==> src/rtl/dsp_mac_sequencer_pkg.sv <==
// dsp_seq_pkg: shared constants and types for the DSP48A1 MAC sequencer.
//   - OPMODE encodings presented to the slice (X=M, Z=0 / Z=P / idle)
//   - tag_t: per-issue tag {valid, first, last} carried down the slice pipeline
//   - operand and P widths of the DSP48A1 slice
package dsp_seq_pkg;

   localparam int OPND_W = 18;
   localparam int P_W    = 48;

   // OPMODE[1:0] selects X, OPMODE[3:2] selects Z; pre-adder unused (add mode)
   localparam logic [7:0] OPM_LOAD = 8'h01;   // X=M, Z=0
   localparam logic [7:0] OPM_ACC  = 8'h09;   // X=M, Z=P
   localparam logic [7:0] OPM_IDLE = 8'h00;

   typedef struct packed {
      logic valid;
      logic first;
      logic last;
   } tag_t;

   localparam int TAG_W = $bits(tag_t);

   // OPMODE for the post-adder stage given the tag sitting at that stage
   function automatic logic [7:0] tag_opmode(input tag_t t);
      logic [7:0] opm;
      if (!t.valid) begin
         opm = OPM_IDLE;
      end else if (t.first) begin
         opm = OPM_LOAD;
      end else begin
         opm = OPM_ACC;
      end
      return opm;
   endfunction

endpackage

==> src/rtl/dsp_mac_sequencer_valid_pipe.sv <==
// valid_pipe: fixed-depth shift register, shifts every cycle (no enable).
// Ports:
//   clk, rst_n  clock and asynchronous active-low clear
//   din         word entering stage 1
//   stages      all stage contents; stages[0] is stage 1, stages[DEPTH-1] is stage DEPTH
module valid_pipe
   import dsp_seq_pkg::*;
#(
   parameter int DEPTH = 3,
   parameter int WIDTH = TAG_W
) (
   input  logic                         clk,
   input  logic                         rst_n,
   input  logic [WIDTH-1:0]             din,
   output logic [DEPTH-1:0][WIDTH-1:0]  stages
);

   logic [DEPTH-1:0][WIDTH-1:0] pipe_r;

   // Shift register: new word into stage 1, every stage advances each cycle
   always_ff @(posedge clk or negedge rst_n) begin
      if (!rst_n) begin
         pipe_r <= '0;
      end else begin
         pipe_r[0] <= din;
         for (int i = 1; i < DEPTH; i++) begin
            pipe_r[i] <= pipe_r[i-1];
         end
      end
   end

   assign stages = pipe_r;

endmodule

==> src/rtl/dsp_mac_sequencer.sv <==
// dsp_mac_sequencer: feeds operand pairs into a DSP48A1 slice configured for
// multiply-accumulate, gates its A/B, M and P clock enables in step with each
// accepted element, and captures P after the last element of every vector.
// Ports:
//   clk, rst_n                 clock, asynchronous active-low reset
//   cfg_len                    elements per vector (0 means 1), sampled on element 0
//   in_valid/in_ready/in_a/in_b  operand stream (signed 18-bit)
//   dsp_a/b/c/d, dsp_opmode    slice data inputs and OPMODE
//   dsp_cea/ceb/cem/cep        slice per-stage clock enables
//   dsp_p                      slice P output
//   out_valid/out_ready/out_data  dot-product result stream
module dsp_mac_sequencer
   import dsp_seq_pkg::*;
#(
   parameter int LEN_W        = 8,
   parameter int LATENCY      = 3,
   parameter int OPMODE_DELAY = 2
) (
   input  logic              clk,
   input  logic              rst_n,
   input  logic [LEN_W-1:0]  cfg_len,
   input  logic              in_valid,
   output logic              in_ready,
   input  logic [OPND_W-1:0] in_a,
   input  logic [OPND_W-1:0] in_b,
   output logic [OPND_W-1:0] dsp_a,
   output logic [OPND_W-1:0] dsp_b,
   output logic [P_W-1:0]    dsp_c,
   output logic [OPND_W-1:0] dsp_d,
   output logic [7:0]        dsp_opmode,
   output logic              dsp_cea,
   output logic              dsp_ceb,
   output logic              dsp_cem,
   output logic              dsp_cep,
   input  logic [P_W-1:0]    dsp_p,
   output logic              out_valid,
   input  logic              out_ready,
   output logic [P_W-1:0]    out_data
);

   logic [LEN_W-1:0]              elem_cnt_r;
   logic [LEN_W-1:0]              len_r;
   logic [LEN_W-1:0]              cur_len_s;
   logic                          first_s;
   logic                          last_s;
   logic                          issue_s;
   logic                          in_ready_s;
   logic                          last_in_pipe_s;
   logic                          capture_s;
   logic                          unused_first_s;
   tag_t                          issue_tag_s;
   tag_t                          stage_tag_s [LATENCY];
   logic [LATENCY-1:0][TAG_W-1:0] stages_s;
   logic                          out_valid_r;
   logic [P_W-1:0]                out_data_r;

   // Vector length in force for the element about to issue; element 0 uses cfg_len
   always_comb begin
      cur_len_s = len_r;
      if (elem_cnt_r == {LEN_W{1'b0}}) begin
         if (cfg_len == {LEN_W{1'b0}}) begin
            cur_len_s = {{(LEN_W-1){1'b0}}, 1'b1};
         end else begin
            cur_len_s = cfg_len;
         end
      end else begin
         cur_len_s = len_r;
      end
   end

   assign first_s = (elem_cnt_r == {LEN_W{1'b0}});
   assign last_s  = (elem_cnt_r == (cur_len_s - {{(LEN_W-1){1'b0}}, 1'b1}));

   // Unpack the pipe and look for an in-flight last element
   always_comb begin
      last_in_pipe_s = 1'b0;
      unused_first_s = 1'b0;
      for (int i = 0; i < LATENCY; i++) begin
         stage_tag_s[i] = tag_t'(stages_s[i]);
      end
      for (int i = 0; i < LATENCY; i++) begin
         if (stage_tag_s[i].valid && stage_tag_s[i].last) begin
            last_in_pipe_s = 1'b1;
         end else begin
            last_in_pipe_s = last_in_pipe_s;
         end
         if (i != OPMODE_DELAY - 1) begin
            unused_first_s = unused_first_s ^ stage_tag_s[i].first;
         end else begin
            unused_first_s = unused_first_s;
         end
      end
   end

   // Only one last element may be in flight or held; a held result blocks the next last
   always_comb begin
      in_ready_s = 1'b1;
      if (last_s && (last_in_pipe_s || (out_valid_r && !out_ready))) begin
         in_ready_s = 1'b0;
      end else begin
         in_ready_s = 1'b1;
      end
   end

   // No issue while reset is asserted so the slice sees idle inputs immediately
   assign issue_s = in_valid && in_ready_s && rst_n;

   always_comb begin
      issue_tag_s       = '0;
      issue_tag_s.valid = issue_s;
      issue_tag_s.first = issue_s && first_s;
      issue_tag_s.last  = issue_s && last_s;
   end

   valid_pipe #(
      .DEPTH (LATENCY),
      .WIDTH (TAG_W)
   ) u_tag_pipe (
      .clk    (clk),
      .rst_n  (rst_n),
      .din    (issue_tag_s),
      .stages (stages_s)
   );

   // Element counter and length latch; the last element wraps back to 0
   always_ff @(posedge clk or negedge rst_n) begin
      if (!rst_n) begin
         elem_cnt_r <= {LEN_W{1'b0}};
         len_r      <= {LEN_W{1'b0}};
      end else if (issue_s) begin
         if (first_s) begin
            len_r <= cur_len_s;
         end else begin
            len_r <= len_r;
         end
         if (last_s) begin
            elem_cnt_r <= {LEN_W{1'b0}};
         end else begin
            elem_cnt_r <= elem_cnt_r + {{(LEN_W-1){1'b0}}, 1'b1};
         end
      end else begin
         elem_cnt_r <= elem_cnt_r;
         len_r      <= len_r;
      end
   end

   assign capture_s = stage_tag_s[LATENCY-1].valid && stage_tag_s[LATENCY-1].last;

   // Result holding register; a capture in the same cycle as a pop keeps out_valid high
   always_ff @(posedge clk or negedge rst_n) begin
      if (!rst_n) begin
         out_valid_r <= 1'b0;
         out_data_r  <= {P_W{1'b0}};
      end else if (capture_s) begin
         out_valid_r <= 1'b1;
         out_data_r  <= dsp_p;
      end else if (out_ready) begin
         out_valid_r <= 1'b0;
         out_data_r  <= out_data_r;
      end else begin
         out_valid_r <= out_valid_r;
         out_data_r  <= out_data_r;
      end
   end

   assign in_ready   = in_ready_s;
   assign dsp_a      = issue_s ? in_a : {OPND_W{1'b0}};
   assign dsp_b      = issue_s ? in_b : {OPND_W{1'b0}};
   assign dsp_c      = {P_W{1'b0}};
   assign dsp_d      = {OPND_W{1'b0}};
   assign dsp_cea    = issue_s;
   assign dsp_ceb    = issue_s;
   assign dsp_cem    = stage_tag_s[0].valid;
   assign dsp_cep    = stage_tag_s[LATENCY-2].valid;
   assign dsp_opmode = tag_opmode(stage_tag_s[OPMODE_DELAY-1]);
   assign out_valid  = out_valid_r;
   assign out_data   = out_data_r;

endmodule

==> config.mk <==
export PLATFORM = sky130hd
export DESIGN_NAME = dsp_mac_sequencer
export DESIGN_NICKNAME = d
export VERILOG_FILES = /design/src/rtl/dsp_mac_sequencer_pkg.sv /design/src/rtl/dsp_mac_sequencer_valid_pipe.sv /design/src/rtl/dsp_mac_sequencer.sv
export SDC_FILE = /design/constraint.sdc
export NUM_CORES = 1
export LEC_CHECK = 0
export ABC_AREA = 1
export ABC_CLOCK_PERIOD_IN_PS = 3700
export BUFFER_PORTS_ARGS = -buffer_cell sky130_fd_sc_hd__buf_2
export CAP_MARGIN = 20
export CORE_MARGIN = 5
export CORE_UTILIZATION = 30
export DETAILED_ROUTE_END_ITERATION = 8
export GPL_TIMING_DRIVEN = 0
export PLACE_DENSITY_LB_ADDON = 0.1
export RECOVER_POWER = 100
export SLEW_MARGIN = 30
export SYNTH_ARGS = -nofsm -noshare
export SYNTH_HDL_FRONTEND = slang
export SYNTH_SLANG_ARGS = --single-unit
==> constraint.sdc <==
create_clock -name clk -period 3.7 [get_ports clk]
set_input_delay 0.37 -clock clk [delete_from_list [all_inputs] [get_ports clk]]
set_output_delay 0.37 -clock clk [all_outputs]
set_load 0.005 [all_outputs]
==> metrics.cfg <==
[die]
ios=260
core_area_um2=14640
dieArea_um2=17570
die_width_um=132.6
die_y_um=132.6
rows=44
start_util_pct=30.78

[setup_path]
critPathMaxStageDelay_ps=400
critPathLaunch=elem_cnt_r[0]
cp_slowest_cell=dfrtp_1
cp_num_buf_inv=6
critical-path-top-delay-family=simple AND/OR/NAND/NOR gates
required_ps=3330
path_class=register to output port
critPathLaunchType=register
crit_path_end_kind=output port
path_cells=inv_2 -> ha_4 -> nand2_1 -> nor2_4 -> nand2_4 -> nand2_1 -> nand2_2 -> ha_2 -> xnor2_2 -> inv_1 -> nand2_1 -> nand3_1 -> nor2_1 -> nand2_2 -> nor2_4 -> nand4_4 -> nand2_8 -> buf_8 -> inv_1 -> buf_4 -> buf_2
r2r_start=elem_cnt_r[0]
worst_ep_arrival_time_ps=3100
cpMostUsedCell=nand2_1
cp_max_fo=10

[sta]
clock-skew-final_ps=9.203
setup-violations-final=0
finalCriticalPeriod_ps=3471
fin_setup_tns_ps=0
relSlewSlack_pct=-11.56
final_max_slew_viol_count=33
worstMarginPinSlew_ps=1673
hold_viol_final=0
setup_ws_ps=228.9
finalCritPeriodShare_pct=93.81
rsz0062_at_grt=no
fin_hold_ws_ps=25.75
max_freq_mhz=288.1

[global_routing]
grt_pass1_vias=3948
antenna_found_initial=0
met2_usage_pct=24.11
top_usage_layer=met2
use_met3_pct=4.138
grt-ovfl-total=0
grt_use_total_pct=14.14
grt_max_degree=44
use_met1_pct=16.68
grt_pass1_wl_mm=20.20

[routing]
drtPass1Iterations=4
wire_per_inst_um=12.87
drt_iter0_drc=148
drtAntennaViolNets=0
route.detailed.drc=0
wl_mm=12.51
viasPerCell=4.028
num_vias=3915

[logic_synthesis]
synth-edff-count=0
synth_top_cell_by_area=dfrtp_1
ys.flop_type=dfrtp_1
synth.top_cell.area_share_pct=40.53
synthDistinctLibCells=36
synth.top_cells.by_area=dfrtp_1, buf_4, mux2_2
yosysWarnings=0
synthCells=501
ys_ff_latch=73
seq_area_frac_synth_pct=40.53
avgSynthCellArea_um2=8.996
synthTopCellsByCount=buf_4, nand2_1, dfrtp_1
syn-cell-area_um2=4507
synthArstFlopShare_pct=100.0

[clocking]
htree_levels=3
cts-root-buf=clkbuf_16
cts_made_buffers=9
ctsHoldBuffers=0
cts_tree=yes
cts.sinks=73
clk_pin_slew_ps=60
clk_path_buf_depth=2
insertion_delay_ps=340

[power]
swShare_pct=38.21
powerDensity_nw_per_um2=535.3
vdd_ir_drop_max_v=0.0002315
p_int_w=0.002080
leakage_nw=3.496
clockPowerShare_pct=25.9
net-switching-power_w=0.001286
p_seq_share_pct=29.0
power_frac_comb_pct=45.2

[cells_and_area]
num-nets-final=883
multi_input_area_um2=2028
finalInstanceArea_um2=6287
drive_gt1_share_pct=41.37
area_delta_synth_final_pct=39.51
antenna_cells=0
seq_area_um2=1828
fillers=1523
post-route-util_pct=42.93

[placement]
place_area_um2=5962
place_congestion=0.8356
dp_slack_ps=58.63
dpl.hpwl_mm=10.05
portBuffers=187

[outcome]
status=finished, violations left
violations=capacitance limit, slew limit

[min_path]
hold_path_class=primary input to asynchronous set/reset pin

[job]
maxCapViolations=1

## per-layer routing
layer	vias to the layer above	wire length [um]
met2	149	6269
met1	1772	5170
met3	16	814
li1	1978	-
met4	0	255
met5	-	0
## cell families after synthesis
family	count (synthesis)	share of synthesized area (%)
xor+xnor	9	2.082
flops	73	40.53
mux	48	11.99
compound gates	14	2.221
other cells	1	0.08321
fa+ha+maj	3	0.8330
simple gates	192	21.32
buf+inv	161	20.93
## power by group through the flow
stage               Sequential, W  Combinational, W  Clock (W)
finish                   0.000975           0.00152   0.000870
floorplan                0.000985           0.00106          0
global placement         0.000987           0.00137          0
detailed placement       0.000989           0.00140          0
CTS                      0.000977           0.00146   0.000902
global route             0.000990           0.00171   0.000936
## cell usage in the layout, fill, tap and decap left out, drive strengths merged, types with 2 or more instances in the layout
cell      count
buf         210
nand2        95
clkbuf       91
dfrtp        73
conb         72
inv          70
nor2         57
mux2         48
nand3        24
o21ai        11
nand4        10
xor2          8
nand3b        5
clkinv        3
ha            3
clkinvlp      2
## worst reg2reg max path: stages, from the launching register on
cell and delay (ps):
dfrtp_1 400, inv_2 100, ha_4 160, nand2_1 90
nor2_4 170, nand2_4 90, nand2_1 80, nand2_2 70
ha_2 210, xnor2_2 180, nand3_1 100, nand3_1 90
nor2_1 50, nand2_2 90, nor2_4 60, nand4_4 90
clkbuf_1 390, nand3_1 400, nand2_1 160, nand2_1 60
## per-stage QoR
| step | instances | power [W] |
|---|---|---|
| final | 972 | 0.003366 |
| after global routing | 972 | 0.003637 |
| after CTS | 963 | 0.003341 |
| after detailed placement | 944 | 0.002386 |
| after global placement | 943 | 0.002355 |
| after floorplan | 572 | 0.002043 |
## cell type report
class,count,share of cell area [%]
inverter,72,4.299
clock inverter,4,0.8557
multi-input combinational,338,32.26
timing repair buffer,201,15.36
buffer,89,10.63
sequential,73,29.07
clock buffer,11,3.861
tap,184,3.662
## sequential cells by signal, summed over array words and instances, names as in the netlist
register and cells:
out_valid 1, len_r 8, out_data 48, u_tag_pipe.stages 8, elem_cnt_r 8
## path summary, 6_finish.rpt
| path | slack [ps] | cells past startpoint | end |
|---|---|---|---|
| worst max-delay path | 230 | 21 | dsp_ceb |
| worst min-delay path | 30 | 1 | out_data[20] |
| worst max register to register | 550 | 19 | len_r[0] |
| worst min register to register | 350 | 0 | u_tag_pipe.stages[4] |
| max in group asynchronous | 1720 | 2 | out_data[16] |
| min in group clk | 260 | 2 | out_data[25] |
## what timing repair did
action | CTS | global route
pin swaps | 4 | 7
buffers inserted | 4 | 9
gates resized for setup | 6 | 10
endpoints found under the setup margin | 38 | 38
Power figures use the tool's default switching activity.
